File: src/rtl/fdu_pwr_seq.sv
// Power/reset sequencer for the two redundant processors behind the FDU arbiter.
// Each channel cycles RUN -> OFF -> SETTLE -> RUN. Only one channel may be in OFF/SETTLE at a time.
module fdu_pwr_seq #(
    parameter int OFF_CYCLES    = 25000000,
    parameter int SETTLE_CYCLES = 5000000,
    parameter int MAX_CYCLES    = 3,
    parameter int CNT_W         = 26
) (
    input  logic       i_clk,
    input  logic       i_reset_n,
    input  logic [1:0] i_por,
    input  logic [1:0] i_clr_lockout,
    output logic [1:0] o_pwr_en,
    output logic [1:0] o_proc_rst_n,
    output logic [1:0] o_busy,
    output logic [1:0] o_lockout,
    output logic [3:0] o_cycle_cnt,
    output logic [5:0] o_dbg_state
);

    typedef enum logic [2:0] {
        ST_RUN    = 3'd0,
        ST_WAIT   = 3'd1,
        ST_OFF    = 3'd2,
        ST_SETTLE = 3'd3,
        ST_LOCKED = 3'd4
    } state_e;

    localparam logic [CNT_W-1:0] OFF_LAST    = CNT_W'(OFF_CYCLES - 1);
    localparam logic [CNT_W-1:0] SETTLE_LAST = CNT_W'(SETTLE_CYCLES - 1);
    localparam logic [CNT_W-1:0] TMR_ONE     = CNT_W'(1);
    localparam logic [1:0]       MAX_CNT     = 2'(MAX_CYCLES);

    state_e           r_state [2];
    logic [CNT_W-1:0] r_timer [2];
    logic [1:0]       r_cnt   [2];
    logic [1:0]       r_por_d1;

    logic [1:0] w_req;
    logic [1:0] w_cnt_eff [2];
    logic [1:0] w_at_max;
    logic [1:0] w_want_off;
    logic [1:0] w_go_off;

    assign w_req = i_por & ~r_por_d1;

    // A clear in the same cycle as a request takes effect first, so all decisions use the cleared count.
    // When both channels want to power down together, channel 0 wins and channel 1 keeps waiting.
    always_comb begin
        w_at_max   = '0;
        w_want_off = '0;
        w_go_off   = '0;
        for (int i = 0; i < 2; i++) begin
            w_cnt_eff[i] = i_clr_lockout[i] ? 2'd0 : r_cnt[i];
            w_at_max[i]  = (w_cnt_eff[i] >= MAX_CNT);
            w_want_off[i] = (((r_state[i] == ST_RUN) && w_req[i]) || (r_state[i] == ST_WAIT))
                            && !w_at_max[i]
                            && (r_state[i ^ 1] != ST_OFF) && (r_state[i ^ 1] != ST_SETTLE);
        end
        w_go_off[0] = w_want_off[0];
        w_go_off[1] = w_want_off[1] && !w_want_off[0];
    end

    always_ff @(posedge i_clk) begin
        if (!i_reset_n) begin
            r_por_d1 <= '0;
            for (int i = 0; i < 2; i++) begin
                r_state[i] <= ST_SETTLE;
                r_timer[i] <= '0;
                r_cnt[i]   <= '0;
            end
        end else begin
            r_por_d1 <= i_por;
            for (int i = 0; i < 2; i++) begin
                r_cnt[i] <= w_cnt_eff[i];
                unique case (r_state[i])
                    ST_RUN: begin
                        if (w_req[i]) begin
                            if (w_at_max[i]) begin
                                r_state[i] <= ST_LOCKED;
                            end else if (w_go_off[i]) begin
                                r_state[i] <= ST_OFF;
                                r_timer[i] <= '0;
                                r_cnt[i]   <= 2'(w_cnt_eff[i] + 2'd1);
                            end else begin
                                r_state[i] <= ST_WAIT;
                            end
                        end
                    end
                    ST_WAIT: begin
                        if (w_at_max[i]) begin
                            r_state[i] <= ST_LOCKED;
                        end else if (w_go_off[i]) begin
                            r_state[i] <= ST_OFF;
                            r_timer[i] <= '0;
                            r_cnt[i]   <= 2'(w_cnt_eff[i] + 2'd1);
                        end
                    end
                    ST_OFF: begin
                        if (r_timer[i] >= OFF_LAST) begin
                            r_state[i] <= ST_SETTLE;
                            r_timer[i] <= '0;
                        end else begin
                            r_timer[i] <= r_timer[i] + TMR_ONE;
                        end
                    end
                    ST_SETTLE: begin
                        if (r_timer[i] >= SETTLE_LAST) begin
                            r_state[i] <= ST_RUN;
                            r_timer[i] <= '0;
                        end else begin
                            r_timer[i] <= r_timer[i] + TMR_ONE;
                        end
                    end
                    ST_LOCKED: begin
                        if (i_clr_lockout[i]) begin
                            r_state[i] <= ST_SETTLE;
                            r_timer[i] <= '0;
                        end
                    end
                    default: begin
                        r_state[i] <= ST_SETTLE;
                        r_timer[i] <= '0;
                    end
                endcase
            end
        end
    end

    always_comb begin
        o_pwr_en     = '0;
        o_proc_rst_n = '0;
        o_busy       = '0;
        o_lockout    = '0;
        for (int i = 0; i < 2; i++) begin
            unique case (r_state[i])
                ST_RUN: begin
                    o_pwr_en[i]     = 1'b1;
                    o_proc_rst_n[i] = 1'b1;
                end
                ST_WAIT: begin
                    o_pwr_en[i]     = 1'b1;
                    o_proc_rst_n[i] = 1'b1;
                    o_busy[i]       = 1'b1;
                end
                ST_OFF: begin
                    o_busy[i] = 1'b1;
                end
                ST_SETTLE: begin
                    o_pwr_en[i] = 1'b1;
                    o_busy[i]   = 1'b1;
                end
                ST_LOCKED: begin
                    o_lockout[i] = 1'b1;
                end
                default: begin
                    o_busy[i] = 1'b1;
                end
            endcase
        end
    end

    assign o_cycle_cnt = {r_cnt[1], r_cnt[0]};
    assign o_dbg_state = {r_state[1], r_state[0]};

endmodule

File: config.mk
export PLATFORM = sky130hd
export DESIGN_NAME = fdu_pwr_seq
export DESIGN_NICKNAME = d
export VERILOG_FILES = /design/src/rtl/fdu_pwr_seq.sv
export SDC_FILE = /design/constraint.sdc
export NUM_CORES = 1
export LEC_CHECK = 0
export CAP_MARGIN = 20
export CORE_MARGIN = 2
export CORE_UTILIZATION = 40
export DETAILED_ROUTE_END_ITERATION = 10
export HOLD_SLACK_MARGIN = 0.15
export MAX_ROUTING_LAYER = met4
export PLACE_DENSITY_LB_ADDON = 0.08
export SKIP_LAST_GASP = 1
export SLEW_MARGIN = 20
export SYNTH_ARGS = -nofsm -noshare
export SYNTH_HDL_FRONTEND = slang
export SYNTH_SLANG_ARGS = --single-unit
File: constraint.sdc
create_clock -name i_clk -period 7.7 [get_ports i_clk]
set_clock_uncertainty 0.05 [all_clocks]
set_input_delay 1.155 -clock i_clk [delete_from_list [all_inputs] [get_ports i_clk]]
set_output_delay 1.155 -clock i_clk [all_outputs]
set_load 0.05 [all_outputs]
==> flow_summary.ini <==
[synthesis]
synth_cell_type_count = 55
synth-edff-count = 62
ys_warn_count = 0
synth_seq_cells = 64
synthesis.area_sq_mm = 0.00404
avgSynthCellArea_sq_um = 10.3
synth_ff_type = edfxtp_1
yosysSeqAreaShare_pct = 47.0
synthCells = 394
synthArstFlopShare_pct = 0

[worst_hold_path]
hp-class = reg2reg
holdPathStages = 2

[final_layout]
diodes = 0
fin_util_pct = 46.6
syn2layout_area_growth_pct = 12.6
final_cells = 557
final_nets = 429
drive_above_1_share_pct = 10.8

[clocking]
holdBufCountCts = 0
clkTransAtPathRegs_ns = 0.06
cts_made_buffers = 9
htreeDepth = 3
postCtsSetupRepairBufs = 0
cts_root_buf = clkbuf_8
clock_path_buffers = 2
cts_sinks = 64
cts_tree = done
postCtsResizedCells = 0
clkLatencyLatePin_ns = 0.33

[timing]
final-hold-violation-count = 0
layout_min_cycle_time_ns = 3.41
final_max_slew_viol_count = 0
fmax_mhz = 293
fin_crit_sh_pct = 44.3
tightest_slew_ns = 0.660
setup_viol = 0
setup_slack_ns = 4.29
relSlewSlack_pct = 55.8
fin_tns_setup_ns = 0
rsz0062_at_grt = no

[setup_path]
cp.arrival_ns = 3.32
startpoint_type = primary input
r2r_cells = 6
crit_type = in2reg
crit_path_end_kind = flop
r2r_slack_ns = 5.03
cp.required_ns = 7.61
path_max_fanout = 26

[pwr]
irDropWorstVdd_mv = 0.207
power.total_mw = 1.54
powerDensity_mw_per_mm2 = 339
leakagePower_nw = 1.51

[detailed_routing]
drt_pass1_iterations = 4
first_iter_violations = 154
ant_nets = 0
wire_per_inst_microns = 13.8
vias_per_cell = 5.16
drc = 0
wl_microns = 7670
routed-via-count = 2875

[run]
drv_cap = 0

[global_route]
antenna_found_initial = 0
grt_max_degree = 27
first_global_vias = 2749
grt-ovfl-total = 0
grt_use_total_pct = 15.3
grt_pass1_wl_microns = 13200

[place]
dp_slack_ns = 3.61
place_inst = 541
dp_hpwl_microns = 5270
gp_congestion = 0.827
portBuffers = 23

[die]
dieArea_sq_mm = 0.0109
die_h_microns = 105
die_w_microns = 105
core_area_sq_mm = 0.00977
initial_core_util_pct = 41.4
num_io_pins = 24
rows = 36

[run_status]
status = finished clean
==> placed cells by master (no fill, tap or decap), types with 10 or more instances in the layout <==
cell type        instances
clkdlybuf4s50_1         23
nor2_1                  52
and2_1                  11
edfxtp_1                62
xnor2_1                 17
nand4_1                 12
nand3_1                 21
nor2b_1                 10
xor2_1                  30
nor2_4                  18
nand2_1                 30
o21ai_0                 11
nor3_1                  11
==> critical path, cell delays in order <==
cell             delay (ns)
clkdlybuf4s50_1        0.53
nor2b_1                0.08
ha_1                   0.26
inv_1                  0.07
o211ai_1               0.09
nor3_1                 0.50
nor2_1                 0.12
nand2_2                0.50
==> cells by family (layout without fill, tap and decap cells) <==
logic type               count (synthesis)  after routing  share of synthesized area, %
other                                    2              6                         0.186
AND/OR/NAND/NOR                        199            199                          27.8
multiplexers                             3              3                         0.743
adder cells (fa/ha/maj)                  4              4                          1.24
XOR/XNOR                                47             47                          10.2
flip-flops                              64             64                          47.0
buffers and inverters                   25             51                          3.59
AO/OA/AOI/OAI                           50             50                          9.22
==> per-stage QoR <==
step                cell area (sq um)  hold WS [ns]
floorplan                        4060         0.520
global placement                 4370         0.550
detailed placement               4370         0.562
CTS                              4540         0.576
global route                     4550         0.586
finish                           4550         0.572
==> sequential cells by signal, indices dropped and copies added, names as in the netlist <==
| signal | cells |
|---|---|
| r_state | 6 |
| r_timer | 52 |
| r_cnt | 4 |
| r_por_d1 | 2 |
==> metal layers <==
metal	vias to the layer above	wire length [microns]	GRT usage (%)
met5	-	0	-
li1	1463	-	-
met3	8	201	3.18
met4	0	79	4.63
met1	1364	3800	20.3
met2	40	3580	23.7
==> final timing paths <==
check	end	startpoint
min reg2reg	r_timer[0][24]	r_timer[0][24]
max	r_timer[0][16]	i_clr_lockout[0]
max reg2reg	r_timer[0][2]	r_timer[0][15]
min	r_timer[0][24]	r_timer[0][24]
==> final cells by class <==
type,instances,area (sq um)
clock inverter,5,47.5
multi-input combinational,309,2030
sequential,64,1900
timing repair buffer,24,238
inverter,11,41.3
clock buffer,11,131
fill,973,5220
tap,133,166
==> Yosys cell counts (all sizes together) (9+ instances only) <==
master | count | area share (%)
nand4 | 12 | 1.9
and3 | 9 | 1.4
xor2 | 30 | 6.5
edfxtp | 62 | 46
inv | 11 | 1.0
nand3 | 22 | 2.8
xnor2 | 17 | 3.7
nand2 | 31 | 2.9
o21ai | 17 | 2.2
and2 | 11 | 1.7
nor2 | 72 | 10
nor2b | 10 | 1.5
nor3 | 11 | 1.4
==> where the power goes <==
| group | total [mW] | switching [mW] | internal, mW |
|---|---|---|---|
| registers | 0.685 | 0.157 | 0.528 |
| clock network | 0.272 | 0.125 | 0.147 |
| logic | 0.587 | 0.373 | 0.215 |
| total | 1.54 | 0.655 | 0.889 |
(Power assumes the default switching activity.)
